**config.mk**
```make
export PLATFORM = sky130hd
export DESIGN_NAME = gcd_dispatch
export DESIGN_NICKNAME = d
export VERILOG_FILES = /design/src/rtl/gcd_dispatch.sv
export SDC_FILE = /design/constraint.sdc
export NUM_CORES = 1
export LEC_CHECK = 0
export CAP_MARGIN = 20
export CORE_MARGIN = 2
export CORE_UTILIZATION = 40
export CTS_BUF_LIST = sky130_fd_sc_hd__clkbuf_16
export CTS_CLUSTER_SIZE = 40
export DETAILED_ROUTE_END_ITERATION = 10
export GPL_TIMING_DRIVEN = 1
export PLACE_DENSITY = 0.62
export SLEW_MARGIN = 20
export SYNTH_ARGS = -nofsm -noshare
export SYNTH_HDL_FRONTEND = slang
export SYNTH_SLANG_ARGS = --single-unit
```
**constraint.sdc**
```tcl
create_clock -name clk -period 2.8 [get_ports clk]
set_input_delay 0.56 -clock clk [delete_from_list [all_inputs] [get_ports clk]]
set_output_delay 0.56 -clock clk [all_outputs]
set_load 0.02 [all_outputs]
```
**src/rtl/gcd_dispatch.sv**
```systemverilog
// gcd_dispatch: buffers operand pairs, issues them one at a time to a gcd engine, returns tagged results.
// Define GCD_DISPATCH_TIMEOUT_EN to bound the engine wait and flag expired results on out_err.
module gcd_dispatch #(
   parameter int W       = 32,
   parameter int DEPTH   = 4,
   parameter int TAG_W   = 4,
   parameter int TIMEOUT = 1024
) (
   input  logic             clk,
   input  logic             reset,
   input  logic             in_valid,
   output logic             in_ready,
   input  logic [W-1:0]     in_a,
   input  logic [W-1:0]     in_b,
   output logic [W-1:0]     gcd_a_in,
   output logic [W-1:0]     gcd_b_in,
   output logic             gcd_start,
   input  logic [W-1:0]     gcd_result,
   input  logic             gcd_done,
   output logic             out_valid,
   input  logic             out_ready,
   output logic [W-1:0]     out_result,
   output logic [TAG_W-1:0] out_tag,
   output logic             out_err,
   output logic             busy
);
   localparam int PTR_W = $clog2(DEPTH);
   localparam int ENT_W = 2 * W + TAG_W;
   localparam logic [PTR_W:0] FULL_CNT = (PTR_W + 1)'(DEPTH);

   typedef enum logic [1:0] {
      S_IDLE  = 2'd0,
      S_ISSUE = 2'd1,
      S_WAIT  = 2'd2,
      S_OUT   = 2'd3
   } state_t;

   logic [ENT_W-1:0] mem_q [DEPTH];
   logic [PTR_W-1:0] wr_ptr_q, wr_ptr_d, rd_ptr_q, rd_ptr_d;
   logic [PTR_W:0]   count_q, count_d;
   logic [TAG_W-1:0] tag_q, tag_d;
   state_t           state_q, state_d;
   logic [W-1:0]     a_in_q, a_in_d, b_in_q, b_in_d, result_q, result_d;
   logic [TAG_W-1:0] otag_q, otag_d;
   logic             err_q, err_d, start_q, start_d, valid_q, valid_d, busy_q, busy_d;
   logic             push, pop, empty;
   logic [ENT_W-1:0] head;
   logic [W-1:0]     head_a, head_b;
   logic [TAG_W-1:0] head_tag;
`ifdef GCD_DISPATCH_TIMEOUT_EN
   localparam int CNT_W = $clog2(TIMEOUT) + 1;
   localparam logic [CNT_W-1:0] WAIT_LIMIT = CNT_W'(TIMEOUT - 1);
   logic [CNT_W-1:0] wait_cnt_q, wait_cnt_d;
`endif

   assign empty    = (count_q == '0);
   assign in_ready = (count_q != FULL_CNT);
   assign push     = in_valid && in_ready;
   assign pop      = (state_q == S_IDLE) && !empty;
   assign head     = mem_q[rd_ptr_q];
   assign head_a   = head[ENT_W-1 -: W];
   assign head_b   = head[TAG_W+W-1 -: W];
   assign head_tag = head[TAG_W-1:0];

   assign gcd_a_in   = a_in_q;
   assign gcd_b_in   = b_in_q;
   assign gcd_start  = start_q;
   assign out_valid  = valid_q;
   assign out_result = result_q;
   assign out_tag    = otag_q;
   assign out_err    = err_q;
   assign busy       = busy_q;

   // FIFO storage; the tag is attached at acceptance time
   always_ff @(posedge clk) begin
      if (push) begin
         mem_q[wr_ptr_q] <= {in_a, in_b, tag_q};
      end
   end

   // next-state, FIFO bookkeeping and output register inputs
   always_comb begin
      state_d  = state_q;
      wr_ptr_d = wr_ptr_q;
      rd_ptr_d = rd_ptr_q;
      tag_d    = tag_q;
      a_in_d   = a_in_q;
      b_in_d   = b_in_q;
      result_d = result_q;
      otag_d   = otag_q;
      err_d    = err_q;
`ifdef GCD_DISPATCH_TIMEOUT_EN
      wait_cnt_d = wait_cnt_q;
`endif
      if (push) begin
         wr_ptr_d = wr_ptr_q + PTR_W'(1);
         tag_d    = tag_q + TAG_W'(1);
      end else begin
         wr_ptr_d = wr_ptr_q;
      end
      case (state_q)
         S_IDLE: begin
            if (!empty) begin
               rd_ptr_d = rd_ptr_q + PTR_W'(1);
               otag_d   = head_tag;
               err_d    = 1'b0;
               // zero operands would hang the engine's subtract loop
               if ((head_a != '0) && (head_b != '0)) begin
                  a_in_d  = head_a;
                  b_in_d  = head_b;
                  state_d = S_ISSUE;
               end else begin
                  result_d = head_a | head_b;
                  state_d  = S_OUT;
               end
            end else begin
               state_d = S_IDLE;
            end
         end
         S_ISSUE: begin
`ifdef GCD_DISPATCH_TIMEOUT_EN
            wait_cnt_d = '0;
`endif
            state_d = S_WAIT;
         end
         S_WAIT: begin
            if (gcd_done) begin
               result_d = gcd_result;
               err_d    = 1'b0;
               state_d  = S_OUT;
            end else begin
`ifdef GCD_DISPATCH_TIMEOUT_EN
               if (wait_cnt_q == WAIT_LIMIT) begin
                  result_d = '0;
                  err_d    = 1'b1;
                  state_d  = S_OUT;
               end else begin
                  wait_cnt_d = wait_cnt_q + CNT_W'(1);
               end
`else
               state_d = S_WAIT;
`endif
            end
         end
         S_OUT: begin
            if (out_ready) begin
               state_d = S_IDLE;
            end else begin
               state_d = S_OUT;
            end
         end
         default: state_d = S_IDLE;
      endcase
      case ({push, pop})
         2'b10:   count_d = count_q + (PTR_W + 1)'(1);
         2'b01:   count_d = count_q - (PTR_W + 1)'(1);
         default: count_d = count_q;
      endcase
      start_d = (state_d == S_ISSUE);
      valid_d = (state_d == S_OUT);
      busy_d  = (state_d != S_IDLE) || (count_d != '0);
   end

   // state and output registers with synchronous reset
   always_ff @(posedge clk) begin
      if (reset) begin
         state_q  <= S_IDLE;
         wr_ptr_q <= '0;
         rd_ptr_q <= '0;
         count_q  <= '0;
         tag_q    <= '0;
         a_in_q   <= '0;
         b_in_q   <= '0;
         result_q <= '0;
         otag_q   <= '0;
         err_q    <= 1'b0;
         start_q  <= 1'b0;
         valid_q  <= 1'b0;
         busy_q   <= 1'b0;
`ifdef GCD_DISPATCH_TIMEOUT_EN
         wait_cnt_q <= '0;
`endif
      end else begin
         state_q  <= state_d;
         wr_ptr_q <= wr_ptr_d;
         rd_ptr_q <= rd_ptr_d;
         count_q  <= count_d;
         tag_q    <= tag_d;
         a_in_q   <= a_in_d;
         b_in_q   <= b_in_d;
         result_q <= result_d;
         otag_q   <= otag_d;
         err_q    <= err_d;
         start_q  <= start_d;
         valid_q  <= valid_d;
         busy_q   <= busy_d;
`ifdef GCD_DISPATCH_TIMEOUT_EN
         wait_cnt_q <= wait_cnt_d;
`endif
      end
   end
endmodule

```
==> results.md, run 1 <==
* Result of the run: finished, violations left
* Failing checks: setup timing
* Final number of max-transition violations at 0
* Fmax achieved at 0.333 GHz
* Full die area at 40200 um2
* Hold-fix buffers, CTS at 0
* Count of vias placed by the detailed router at 11300
* Clock tree from TritonCTS: done
* Core region area at about 38000 um2
* Metal1 wirelength at ~20000 um
* Vertical extent of the die at 201 um
* Aggregate routed wire length at 47700 um
* Count of distinct cell types in the synthesized netlist at 35
* Area contributors post-synth: edfxtp_1 (53%), dfxtp_1 (15%), mux4_2 (9.9%), a21oi_1 (3.3%), nand3_1 (3.2%)
* Post-Route Hold Slack at 0.455 ns
* Wire length on met3 at 4060 um
* Horizontal die dimension at around 200 um
* Area of all sequential standard cells at 10500 um2
* Number of endpoints failing setup at the final stage at 96
* Vias in the first global route at 11000
* Total power density per cell area at 1040 nW/um2
* Share of the yosys chip area belonging to registers at 0.682
* Net Switching at 7650 uW
* TritonCTS Buffers at 41
* Summed instance area of the synthesized netlist at 15400 um2
* Total met2 wirelength after detailed routing at between 20000 and 25000 um
* Most area-hungry cell type in the Yosys netlist: edfxtp_1
* Number of standard cells in the final layout excluding fillers at 1965
* Setup crit end kind: register
* 1st-pass router iterations at 5
* Power share of the sequential group at 0.365
* Fraction of layout cells with a size suffix above 1 at 0.247
* Worst-case clock buffer depth at 3
* Clock-pin slew on the worst setup and hold paths at 0.06 ns
* Global-route wire length before repair at between 60000 and 70000 um
* Average detailed-routed wire length per instance at 24.3 um
* Effective utilization at floorplan at 0.408
* Largest delay contributor family on the critical path: buffers and inverters
* Layout Nets at 1528
* Htree depth at 2
* Largest incremental delay on the critical path at 0.56 ns
* Total half-perimeter wirelength after legalization and detailed placement at 29700 um
* Rows at 71
* Worst slew slack as a fraction of its limit at 0.0827
* Worst supply voltage drop on vdd at 0.764 mV
* Most frequent standard cell in the layout excluding fill and tap cells: edfxtp_1
* Internal power consumption at 14400 uW
* Port buffer count at between 200 and 250
* Highest signal layer in the routed design: met4
* Largest net degree at the start of global routing at 149
* Area share of the leading cell type in the synthesized netlist at 0.529
* Post-layout min period at 3.01 ns
* Leak pwr at 0.00711 uW
* Combined area of the multi-input logic cells at roughly 4900 um2
* Drt drc at 0
* Count of pins on the block boundary at 206
* Final Cycle Share at 1.07
* Yosys warnings at 0
* Share of total power in combinational logic at 0.390
* Commonest non-fill, non-tap cells in the layout: edfxtp_1 (272), clkdlybuf4s50_1 (203), buf_4 (119), dfxtp_1 (116), a21oi_1 (97)
* Layout-stage area growth over the synthesis result at 36.6%
* Required time at the endpoint of the critical path at 3.25 ns
* Root buffer selected by CTS: clkbuf_16
* Proportion of power drawn by the clock network at 0.245
* Drt initial violations at 1226
* Type of the worst setup path: register to register
* Transition time of the tightest slew-check pin at 1.38 ns
* Number of synthesized flops with an enable pin at 272
* Critical path, cell by cell: buf_12 -> buf_6 -> mux4_2 -> nor4_4 -> nand4_1 -> buf_6 -> buf_4 -> o22ai_4 -> buf_12 -> clkbuf_16 -> o21ai_0 -> a21oi_1
* Inst Count DP at 1846
* Total Power Consumption at about 22000 uW
* Predominant post-synthesis flop cell: edfxtp_1
* Number of fill cells in the layout at between 3000 and 4000
* Setup repair after global routing missed its margin: true
* Congestion Overflow GR at 0
* Critical-path cell with the highest stage delay: mux4_2
* Worst-case clock skew at between 0.015 and 0.02 ns
* Critical Path Fanout Max at 8
* Class of the worst hold path: register to register
* Maxcap violations at 0
* Final setup margin at -0.206 ns
* Proportion of synthesized flip-flops having asynchronous set or reset at 0
* Clock Sink Count at 390
* CP Buf/Inv Count at 6
* Average vias per placed instance at around 5.7
* Overall track demand over capacity in global routing at 0.228
* Synth Instances at 1104
* Final Hold Violating Endpoints at 0
* Critical Path Source Type: register
* Clock insertion delay at the later pin of the skew report at between 0.5 and 0.6 ns
* Last weighted congestion value of the routability-driven placer at around 0.86
* Number of antenna violations at the first check in global routing at 3
* Signal arrival time at the worst endpoint at 3.46 ns
* Share of total power consumed by net switching at 0.348
* DRT antenna net count at 0
* Average instance area after synthesis at 14.0 um2
* Mapped Nets at ~1200
* Flip-flop and latch count after synthesis at 390
-- metrics by stage --
step	util	instance area [um2]	setup slack (ns)	TNS [ns]
finish	0.558	21100	-0.206	-12.22
global route	0.558	21100	-0.279	-20.95
CTS	0.546	20700	-0.0982	-6.88
detailed placement	0.499	18900	-0.287	-23.15
global placement	0.499	18900	-0.302	-23.76
floorplan	-	15500	0.00177	0
-- metal layers --
| layer | global-route usage | up-vias |
|---|---|---|
| met2 | 0.360 | 597 |
| met5 | 0 | - |
| li1 | - | 4945 |
| met1 | 0.326 | 5632 |
| met3 | 0.0396 | 92 |
| met4 | 0.0614 | 0 |
-- synth_stat cells (2+ instances only) --
cell and number:
mux4_2 68, and2_1 2, buf_4 2, and3_1 4, clkbuf_1 71, dfxtp_1 118, nand2_1 46, ha_1 6
xnor2_1 4, nand3_1 98, nor2_1 45, inv_1 7, nand2b_1 2, o21ai_0 66, nor2b_1 4, mux2i_1 2
nor4_1 48, nor3b_1 32, xor2_1 5, a21oi_1 103, buf_1 9, nand4_1 5, buf_6 3, edfxtp_1 272
or4_1 32, nor3_1 35, buf_2 7
-- worst min-delay path, delay by kind of cell (launching register included) --
| kind | cells | cell delay [ns] |
|---|---|---|
| simple gates | 1 | 0.05 |
| compound gates | 1 | 0.05 |
| flops | 1 | 0.31 |
-- final timing paths --
kind / startpoint / to / slack, ns / cells past startpoint
max: register / gcd_a_in[13] / -0.21 / 12
min: out_tag[3] / out_tag[3] / 0.45 / 2
max reg2reg: register / gcd_a_in[13] / -0.21 / 12
min reg2reg: out_tag[3] / out_tag[3] / 0.45 / 2
-- power groups by stage --
| stage | sequential, uW | clock, uW | combinational, uW |
|---|---|---|---|
| 4_1_cts | 7980 | 5470 | 8220 |
| 5_1_grt | 8130 | 5690 | 9080 |
| 6_report | 8030 | 5400 | 8590 |
| 2_1_floorplan | 8650 | 0 | 3290 |
| 3_5_place_dp | 8090 | 0 | 7930 |
| 3_3_place_gp | 8060 | 0 | 7850 |
-- registers in the layout, indices dropped and copies added, names as in the netlist, named ones only --
signal	count
mem_q	272
gcd_a_in	32
gcd_b_in	32
out_result	32
out_tag	4
tag_q	4
count_q	3
rd_ptr_q	2
state_q	2
wr_ptr_q	2
busy	1
gcd_start	1
out_valid	1
-- area by class of cell --
cell class              instances  share of cell area
inverters                       8             0.00142
clock buffers                  41              0.0486
multi-input cells             618               0.232
well taps                     511              0.0303
diodes                          2            0.000237
clock inverters                34              0.0146
repair buffers                361               0.173
flip-flops and latches        390               0.499
-- repair_timing --
action | in CTS | in global routing
pin swaps | 14 | 79
setup endpoints to repair | 99 | 99
resized for setup | 24 | 112
setup buffers | 20 | 10
cloned | 9 | 5
-- cell families (layout without fill, tap and decap cells) --
group / count (synthesis) / after routing / synth area share
other cells: 1 / 3 / 0.000243
buf+inv: 101 / 444 / 0.0271
simple gates: 354 / 354 / 0.123
mux: 70 / 70 / 0.100
fa+ha+maj: 7 / 7 / 0.00616
xor+xnor: 9 / 9 / 0.00510
compound gates: 172 / 177 / 0.0561
flops: 390 / 390 / 0.682
Note: power is estimated with default switching activity, not from simulation.
==> run 2, diff against run 1 <==
Settings changed: MAX_ROUTING_LAYER from default to met4.
==> results.md, run 2 (same netlist as run 1, synthesis figures left out) <==
* Result of the run: finished, violations left (unchanged)
* Type of the worst setup path: register to register (unchanged)
* 1st-pass router iterations at 6 (was 5)
* Fraction of layout cells with a size suffix above 1 at 0.252 (was 0.247)
* Count of pins on the block boundary at 206 (unchanged)
* Average vias per placed instance at 5.73 (about the same)
* Most frequent standard cell in the layout excluding fill and tap cells: edfxtp_1 (unchanged)
* Setup repair after global routing missed its margin: true (unchanged)
* Rows at 71 (unchanged)
* Vertical extent of the die at 201 um (unchanged)
* Aggregate routed wire length at 47700 um (about the same)
* Required time at the endpoint of the critical path at 3.25 ns (about the same)
* Critical path, cell by cell: buf_12 -> buf_12 -> mux4_2 -> nor4_4 -> nand4_1 -> buf_6 -> buf_6 -> o22ai_4 -> buf_12 -> buf_6 -> o21ai_0 -> a21oi_1 (was buf_12 -> buf_6 -> mux4_2 -> nor4_4 -> nand4_1 -> buf_6 -> buf_4 -> o22ai_4 -> buf_12 -> clkbuf_16 -> o21ai_0 -> a21oi_1)
* Worst slew slack as a fraction of its limit at 0.0933 (was 0.0827)
* Critical R2R Capture: gcd_a_in[14] (was gcd_a_in[13])
* R2R Setup Slk at -0.23 ns (was -0.21 ns)
* Commonest non-fill, non-tap cells in the layout: edfxtp_1 (272), clkdlybuf4s50_1 (203), buf_4 (120), dfxtp_1 (116), a21oi_1 (97) (was edfxtp_1 (272), clkdlybuf4s50_1 (203), buf_4 (119), dfxtp_1 (116), a21oi_1 (97))
* Clock tree from TritonCTS: done (unchanged)
* Failing checks: setup timing (unchanged)
* Number of fill cells in the layout at 3025 (was 3028)
* Horizontal die dimension at 201 um (unchanged)
* Number of antenna violations at the first check in global routing at 4 (was 3)
* Setup crit end kind: register (unchanged)
* Worst supply voltage drop on vdd at 0.754 mV (was 0.764 mV)
* Root buffer selected by CTS: clkbuf_16 (unchanged)
* Drt initial violations at 1153 (was 1226)
* Final setup margin at -0.231 ns (was -0.206 ns)
* TritonCTS Buffers at 41 (unchanged)
* Average detailed-routed wire length per instance at 24.3 um (about the same)
* Transition time of the tightest slew-check pin at 1.36 ns (was 1.38 ns)
* Cell area after layout at 21200 um2 (was 21100 um2)
* Fmax achieved at 0.330 GHz (was 0.333 GHz)
* Critical Path Source Type: register (unchanged)
* Final Cycle Share at 1.08 (was 1.07)
* Vias in the first global route at 11000 (about the same)
* Htree depth at 2 (unchanged)
* Accumulated negative setup slack at -12.42 ns (was -12.22 ns)
* Total half-perimeter wirelength after legalization and detailed placement at 29700 um (unchanged)
* Layout-stage area growth over the synthesis result at 37.0% (was 36.6%)
* Congestion Overflow GR at 0 (unchanged)
* Clock Sink Count at 390 (unchanged)
* Class of the worst hold path: register to register (unchanged)
* Port buffer count at 204 (unchanged)
* Clock-pin slew on the worst setup and hold paths at 0.06 ns (about the same)
* Final number of max-transition violations at 0 (unchanged)
* Total power density per cell area at 1040 nW/um2 (about the same)
* Global-route wire length before repair at 69500 um (about the same)
* Worst-case clock buffer depth at 3 (unchanged)
* Largest net degree at the start of global routing at 149 (unchanged)
* Leak pwr at 0.00714 uW (was 0.00711 uW)
* Largest incremental delay on the critical path at 0.57 ns (was 0.56 ns)
* Post-Route Hold Slack at 0.455 ns (about the same)
* Placed Instance Area at 18900 um2 (unchanged)
* Number of endpoints failing setup at the final stage at 98 (was 96)
* Critical Path Fanout Max at 8 (unchanged)
* Critical-path cell with the highest stage delay: mux4_2 (unchanged)
* Core region area at 37800 um2 (unchanged)
* Worst-case clock skew at 0.0151 ns (was 0.0156 ns)
* Signal arrival time at the worst endpoint at 3.48 ns (was 3.46 ns)
* Overall track demand over capacity in global routing at 0.235 (was 0.228)
* Largest register by flop count: mem_q (unchanged)
* R2R cell count at 12 (unchanged)
* Post-layout min period at 3.03 ns (was 3.01 ns)
* Final Hold Violating Endpoints at 0 (unchanged)
* Count of vias placed by the detailed router at 11300 (about the same)
* Last weighted congestion value of the routability-driven placer at 0.869 (was 0.855)
* Capture point of the critical path: gcd_a_in[14] (was gcd_a_in[13])
* Maxcap violations at 0 (unchanged)
* Full die area at 40200 um2 (unchanged)
* Effective utilization at floorplan at 0.408 (unchanged)
* Max FFs per register at 272 (unchanged)
* Drt drc at 0 (unchanged)
* Layout Nets at 1530 (was 1528)
* Clock insertion delay at the later pin of the skew report at 0.53 ns (about the same)
* DRT antenna net count at 0 (unchanged)
run 2: report_power, final:
part	switching (uW)	leakage [uW]	internal, uW
sequential	698	0.00347	7330
clock	2180	0.000674	3220
combinational	4780	0.00299	3830
run 2: metrics by stage:
step | power, uW | util | setup slack (ns) | instances
floorplan | 11900 | - | 0.00177 | 1104
global placement | 15900 | 0.499 | -0.302 | 1846
detailed placement | 16000 | 0.499 | -0.287 | 1846
CTS | 21700 | 0.546 | -0.0982 | 1950
global route | 22900 | 0.559 | -0.287 | 1967
finish | 22000 | 0.559 | -0.231 | 1967
run 2: metal layers:
layer / wire (um) / global-route usage / part of all wire / up-vias
met5: 0 / - / 0 / -
met4: 1390 / 0.0577 / 0.029 / 0
met3: 4090 / 0.0407 / 0.086 / 84
met2: 22200 / 0.362 / 0.47 / 611
met1: 20000 / 0.326 / 0.42 / 5618
li1: - / - / - / 4959
run 2: critical path: cells and delay by family, from the launching register on:
kind	cells	cell delay, ns
buffers and inverters	6	0.99
AND/OR/NAND/NOR	2	0.44
AO/OA/AOI/OAI	3	0.48
flip-flops	1	0.45
multiplexers	1	0.57
run 2: final cells by class:
| type | count | area (um2) | area share |
|---|---|---|---|
| antenna | 2 | 5.00 | 0.000237 |
| clock buffer | 41 | 1030 | 0.0485 |
| clock inverter | 34 | 309 | 0.0146 |
| inverter | 8 | 30.0 | 0.00142 |
| multi-input combinational | 619 | 4950 | 0.234 |
| sequential | 390 | 10500 | 0.498 |
| tap | 511 | 639 | 0.0302 |
| timing repair buffer | 362 | 3660 | 0.173 |
run 2: worst min-delay path by stage:
stage | startpoint | to | slack (ns) | cells past startpoint
3_5_place_dp | out_tag[3] | out_tag[3] | 0.45 | 2
2_1_floorplan | wr_ptr_q[1] | wr_ptr_q[1] | 0.47 | 2
4_1_cts | out_tag[3] | out_tag[3] | 0.46 | 2
3_3_place_gp | out_tag[3] | out_tag[3] | 0.45 | 2
6_report | out_tag[3] | out_tag[3] | 0.45 | 2
5_1_grt | gcd_a_in[16] | gcd_a_in[16] | 0.48 | 2
run 2: repair_timing:
| action | in CTS | in global routing |
|---|---|---|
| hold buffers | 0 | 0 |
| endpoints found under the setup margin | 99 | 99 |
| gates cloned | 9 | 6 |
| buffers inserted | 20 | 11 |
| pin swaps | 14 | 89 |
| gates resized for setup | 24 | 119 |
